`src/rtl/receive_state_machine.sv`:
```
// receive_state_machine
//
// UART receive state machine for the eUSCI_A block. Runs entirely on MCLK. BITCLK from the
// baud-rate generator is treated as data: its rising edge (seen in the MCLK domain) is a
// "bit event", and Rx is sampled only on bit events. One character is assembled per frame:
// start bit, 7/8 data bits (LSB or MSB first), optional parity, 1 or 2 stop bits. An
// evaluation cycle then computes the error/break flags. It also decides whether to load
// RxData and whether to request the receive interrupt flag.
//
// Optional build macro:
//   RX_BRK_DETECT_EN - when defined, an all-zero character is flagged as a break (rUCBRK)
//                      and only requests the IFG if wUCBRKIE is set. When undefined, rUCBRK
//                      stays 0 and all-zero characters are ordinary data.
//
// Ports:
//   MCLK      in   system clock
//   reset     in   asynchronous active-high reset (SWRST)
//   BITCLK    in   bit-rate strobe, edge-detected in MCLK domain
//   wUCPEN    in   parity enable
//   wUCPAR    in   parity select: 0 odd, 1 even
//   wUCMSB    in   1 = MSB first
//   wUC7BIT   in   1 = 7-bit data
//   wUCSPB    in   1 = two stop bits
//   wUCRXEIE  in   erroneous characters are still loaded and still raise IFG
//   wUCBRKIE  in   break characters raise IFG
//   Rx        in   serial line, idle high
//   RxIFG     in   current receive IFG (overrun detection)
//   RxBEN     out  one-cycle pulse when RxData is loaded
//   rUCPE     out  parity error
//   rUCFE     out  framing error
//   rUCOE     out  overrun error
//   rUCBRK    out  break detected
//   rSetRxIFG out  level request to set receive IFG
//   oUCRXERR  out  rUCFE | rUCPE | rUCOE
//   RxData    out  received character
//   RxBusy    out  frame in progress

module receive_state_machine (
    input  logic       MCLK,
    input  logic       reset,
    input  logic       BITCLK,
    input  logic       wUCPEN,
    input  logic       wUCPAR,
    input  logic       wUCMSB,
    input  logic       wUC7BIT,
    input  logic       wUCSPB,
    input  logic       wUCRXEIE,
    input  logic       wUCBRKIE,
    input  logic       Rx,
    input  logic       RxIFG,
    output logic       RxBEN,
    output logic       rUCPE,
    output logic       rUCFE,
    output logic       rUCOE,
    output logic       rUCBRK,
    output logic       rSetRxIFG,
    output logic       oUCRXERR,
    output logic [7:0] RxData,
    output logic       RxBusy
);

    typedef enum logic [2:0] {
        StIdle,
        StData,
        StParity,
        StStop1,
        StStop2,
        StEval
    } state_e;

    state_e     state_q, state_d;
    logic       bitclk_q;
    logic       bit_evt;
    logic [2:0] cnt_q, cnt_d;
    logic [7:0] shift_q, shift_d;
    logic       par_q, par_d;
    logic       stop_err_q, stop_err_d;
    logic [7:0] data_q, data_d;
    logic       ben_q, ben_d;
    logic       pe_q, pe_d;
    logic       fe_q, fe_d;
    logic       oe_q, oe_d;
    logic       brk_q, brk_d;
    logic       set_q, set_d;
    logic       busy_q, busy_d;

    logic [2:0] last_idx;
    logic [2:0] bit_idx;
    logic       brk_raw;
    logic       pe_now;
    logic       err_now;
    logic       load;

    // Single-cycle strobe on the MCLK cycle where BITCLK is first seen high.
    assign bit_evt  = BITCLK & ~bitclk_q;

    assign last_idx = wUC7BIT ? 3'd6 : 3'd7;
    // MSB-first places the first received bit at N-1 and walks down.
    assign bit_idx  = wUCMSB ? (last_idx - cnt_q) : cnt_q;

`ifdef RX_BRK_DETECT_EN
    // Unused bit 7 in 7-bit mode is cleared at start, so a plain compare covers both widths.
    assign brk_raw = (shift_q == 8'h00);
`else
    assign brk_raw = 1'b0;
`endif

    // Total XOR of data and parity must be 1 for odd (wUCPAR=0) and 0 for even (wUCPAR=1).
    assign pe_now  = wUCPEN & ((^shift_q ^ par_q) == wUCPAR);
    assign err_now = stop_err_q | pe_now | RxIFG;
    assign load    = ~err_now | wUCRXEIE;

    always_comb begin
        state_d    = state_q;
        cnt_d      = cnt_q;
        shift_d    = shift_q;
        par_d      = par_q;
        stop_err_d = stop_err_q;
        data_d     = data_q;
        ben_d      = 1'b0;
        pe_d       = pe_q;
        fe_d       = fe_q;
        oe_d       = oe_q;
        brk_d      = brk_q;
        set_d      = set_q;
        busy_d     = busy_q;

        unique case (state_q)
            StIdle: begin
                if (bit_evt && !Rx) begin
                    state_d    = StData;
                    cnt_d      = 3'd0;
                    shift_d    = 8'h00;
                    par_d      = 1'b0;
                    stop_err_d = 1'b0;
                    pe_d       = 1'b0;
                    fe_d       = 1'b0;
                    oe_d       = 1'b0;
                    brk_d      = 1'b0;
                    set_d      = 1'b0;
                    busy_d     = 1'b1;
                end
            end
            StData: begin
                if (bit_evt) begin
                    shift_d[bit_idx] = Rx;
                    if (cnt_q == last_idx) begin
                        state_d = wUCPEN ? StParity : StStop1;
                    end else begin
                        cnt_d = cnt_q + 3'd1;
                    end
                end
            end
            StParity: begin
                if (bit_evt) begin
                    par_d   = Rx;
                    state_d = StStop1;
                end
            end
            StStop1: begin
                if (bit_evt) begin
                    stop_err_d = ~Rx;
                    state_d    = wUCSPB ? StStop2 : StEval;
                end
            end
            StStop2: begin
                if (bit_evt) begin
                    stop_err_d = stop_err_q | ~Rx;
                    state_d    = StEval;
                end
            end
            StEval: begin
                fe_d   = stop_err_q;
                pe_d   = pe_now;
                oe_d   = RxIFG;
                brk_d  = brk_raw;
                set_d  = load & (~brk_raw | wUCBRKIE);
                busy_d = 1'b0;
                if (load) begin
                    data_d = shift_q;
                    ben_d  = 1'b1;
                end
                state_d = StIdle;
            end
            default: state_d = StIdle;
        endcase
    end

    always_ff @(posedge MCLK or posedge reset) begin
        if (reset) begin
            state_q    <= StIdle;
            bitclk_q   <= 1'b0;
            cnt_q      <= 3'd0;
            shift_q    <= 8'h00;
            par_q      <= 1'b0;
            stop_err_q <= 1'b0;
            data_q     <= 8'h00;
            ben_q      <= 1'b0;
            pe_q       <= 1'b0;
            fe_q       <= 1'b0;
            oe_q       <= 1'b0;
            brk_q      <= 1'b0;
            set_q      <= 1'b0;
            busy_q     <= 1'b0;
        end else begin
            state_q    <= state_d;
            bitclk_q   <= BITCLK;
            cnt_q      <= cnt_d;
            shift_q    <= shift_d;
            par_q      <= par_d;
            stop_err_q <= stop_err_d;
            data_q     <= data_d;
            ben_q      <= ben_d;
            pe_q       <= pe_d;
            fe_q       <= fe_d;
            oe_q       <= oe_d;
            brk_q      <= brk_d;
            set_q      <= set_d;
            busy_q     <= busy_d;
        end
    end

    assign RxBEN     = ben_q;
    assign rUCPE     = pe_q;
    assign rUCFE     = fe_q;
    assign rUCOE     = oe_q;
    assign rUCBRK    = brk_q;
    assign rSetRxIFG = set_q;
    assign oUCRXERR  = fe_q | pe_q | oe_q;
    assign RxData    = data_q;
    assign RxBusy    = busy_q;

endmodule

```
`config.mk`:
```
export PLATFORM = sky130hd
export DESIGN_NAME = receive_state_machine
export DESIGN_NICKNAME = d
export VERILOG_FILES = /design/src/rtl/receive_state_machine.sv
export SDC_FILE = /design/constraint.sdc
export NUM_CORES = 1
export LEC_CHECK = 0
export ABC_AREA = 1
export CORE_MARGIN = 1.5
export CORE_UTILIZATION = 40
export DETAILED_ROUTE_END_ITERATION = 10
export PLACE_DENSITY = 0.73
export SLEW_MARGIN = 40
export SYNTH_ARGS = -nofsm -noshare
export SYNTH_HDL_FRONTEND = slang
export SYNTH_SLANG_ARGS = --single-unit
```
`constraint.sdc`:
```
create_clock -name MCLK -period 3.2 [get_ports MCLK]
set_input_delay 0.48 -clock MCLK [delete_from_list [all_inputs] [get_ports MCLK]]
set_output_delay 0.48 -clock MCLK [all_outputs]
set_load 0.05 [all_outputs]
```
==> metrics.md <==
| Metric | Value |
|---|---|
| Status | finished, final reports clean |
| Ranking of synthesized cells by area | dfrtp_1, nand2_1, nand3_1, inv_1, o22ai_1 |
| Die width | between 60 and 70 um |
| FMAX | 495 MHz |
| Worst hold path class | flop to flop |
| Hold_buf cts | 0 |
| Worst R2R End | cnt_q[0]$_DFFE_PP0P_ |
| Clock Sinks | 31 |
| Antenna viol nets, final | 0 |
| Initial Utilization | about 40% |
| Max-cap violations | 0 |
| Vias per cell | 4.91 |
| Synth Cell Area | 0.00178 mm2 |
| DP Wirelength | about 2.6 mm |
| TritonCTS Buffers | 5 |
| Die Height | 69.6 um |
| Yosys reg bits | 31 |
| Share of cells above drive strength 1 | 9.06% |
| Reg2reg setup slack | 1.39 ns |
| Worst R2R Path Depth | 7 |
| Worst EP required | 2.72 ns |
| Worst Skew | 0.00977 ns |
| Hold path start | RxData[3]$_DFFE_PP0P_ |
| RSZ-0062 raised after global routing | no |
| H-tree depth | 2 |
| Peak VDD IR | 0.000346 V |
| WP data arrival | 1.54 ns |
| Final setup viols | 0 |
| Drt pass-1 iters | 4 |
| Bufs on Longest Clock Path | 2 |
| Critical path startpoint category | flop |
| Initial antenna violation count | 0 |
| Rel. slew slack | 65.4% |
| Vias in the first global route | 1382 |
| Layout net count | ~280 |
| Fin. max-slew vios | 0 |
| Worst Path Max Fanout | 2 |
| Global-route wire length before repair | a little under 6 mm |
| Aggregate global-route resource usage | 14.7% |
| Die area | around 0.0048 mm2 |
| Share of the synthesized area in the top cell type | a little over two fifths |
| CP Launch Point | rUCFE$_DFFE_PP0P_ |
| Syn nets | 248 |
| Crit path capture type | output pin |
| Period utilization | 63.2% |
| RR Startpoint | state_q[1]$_DFFE_PP0P_ |
| Antenna cells | 0 |
| Core Footprint | 0.00432 mm2 |
| Final hold vios | 0 |
| Clock slew at reported path FFs | around 0.06 ns |
| P&R area growth vs syn | 22.3% |
| Syn. warnings | 0 |
| Mean Syn Cell Area | approximately 7.6 um2 |
| Setup_tns | 0 ns |
| Pin count of the biggest net entering global routing | 32 |
| Setup CP Type | flop to output pin |
| Largest area contributor in the netlist | dfrtp_1 |
| DRT Wirelength | 3.31 mm |
| DR DRC count | 0 |
| Core Util, Final | 50.2% |
| Tmin final | about 2.0 ns |
| # rows | 24 |
| Cts repair resizes | 0 |
| Cells on Worst Hold Path | 2 |
| PortBufs | 25 |
| Pleak | between 0.001 and 0.0015 uW |
| Seq/Total Area, Yosys | between 40% and 50% |
| Synth Instances | 233 |
| Setup Fix Bufs, Post-CTS | 0 |
| IO Pins | 28 |
| Worst hold endpoint | RxData[3]$_DFFE_PP0P_ |
| CTS tree | done |
| Netlist cell types | 31 |
| Most common cell after layout, fill and taps aside | nand2_1 |
| Worst slew pin tran | 0.514 ns |
| Commonest cells after routing, fill and taps aside | nand2_1, dfrtp_1, inv_1 |
| Clk root buf | clkbuf_8 |
| Power per cell area | 1020 mW/mm2 |
| Initial drt markers | 66 |
| Total gr overflow | 0 |
| Drt wl/cell | 10.5 um |
| Clk_lat worst skew | 0.28 ns |
| Via Count | about 1600 |
| GPL Wtd Cong | 0.836 |
[area by class of cell]
type / count / area (um2)
clock buffer: 7 / 76.3
clock inverter: 1 / 5.00
fill: 438 / 2150
inverter: 35 / 131
multi-input combinational: 164 / 852
sequential: 31 / 776
tap: 52 / 65.1
timing repair buffer: 27 / 265
[worst max-delay path, stage by stage (launching register included)]
cell	delay, ns
dfrtp_1	0.34
inv_1	0.06
nand3_1	0.07
clkdlybuf4s50_1	0.79
[how the worst max path moves through the flow]
stage,slack [ns],depth (start not counted),endpoint
CTS,1.17,3,oUCRXERR
global placement,1.02,9,shift_q[2]$_DFFE_PP0P_
floorplan,1.53,8,shift_q[2]$_DFFE_PP0P_
detailed placement,1.00,9,shift_q[4]$_DFFE_PP0P_
global route,1.08,9,shift_q[4]$_DFFE_PP0P_
finish,1.18,3,oUCRXERR
[logic make-up (layout without fill, tap and decap cells)]
group	Yosys count	in the layout	synth area share [%]
buffers and inverters	38	70	8.32
adders and majority gates	3	3	2.11
DFF	31	31	43.7
other	1	1	0.211
AOI/OAI and AO/OA	37	37	13.2
xor gates and xnor gates	3	3	1.48
and+or+nand+nor	120	120	31.0
[Yosys cell counts]
master    count
buf_4         1
nand3_1      25
nand2_4       2
nand2_1      72
nor2_2        3
nor3_2        1
ha_1          3
o22ai_1      12
a31oi_4       1
o31ai_1       1
inv_2         5
nor4_1        1
a21oi_1      11
o22ai_2       1
a22o_1        1
inv_1        30
xor2_1        2
clkbuf_1      1
a31oi_1       1
buf_2         1
nor3_4        1
o21a_1        1
o21ai_0       4
o21ai_1       4
xnor2_1       1
conb_1        1
dfrtp_1      31
nor2_1       12
nor2_4        1
nor3_1        1
nand3b_4      1
[through the flow]
stage	hold WS [ns]	instance area, um2	total power, uW	setup slack (ns)	std cells
4_1_cts	0.475	2170	2240	1.17	317
5_1_grt	0.514	2170	2420	1.08	317
2_1_floorplan	0.493	1780	1630	1.53	233
6_report	0.472	2170	2220	1.18	317
3_3_place_gp	0.454	2090	1920	1.02	309
3_5_place_dp	0.459	2090	1940	1.00	309
[routing by layer]
layer	share of wire, %	global-route usage (%)	vias to the layer above
li1	-	-	819
met1	50	19.5	700
met2	44	23.5	33
met3	3.8	3.63	6
met4	2.1	4.91	0
met5	0	0	-
[registers in the layout (all words and copies together), names as in the netlist, 3 cells and up]
signal,flops
state_q,3
RxData,8
shift_q,8
cnt_q,3
[report_power, final]
group | internal, uW | total, uW | switching (uW)
Clock | 152 | 284 | 132
Sequential | 544 | 685 | 141
Combinational | 443 | 1250 | 809
Note: power is estimated with default switching activity, not from simulation.
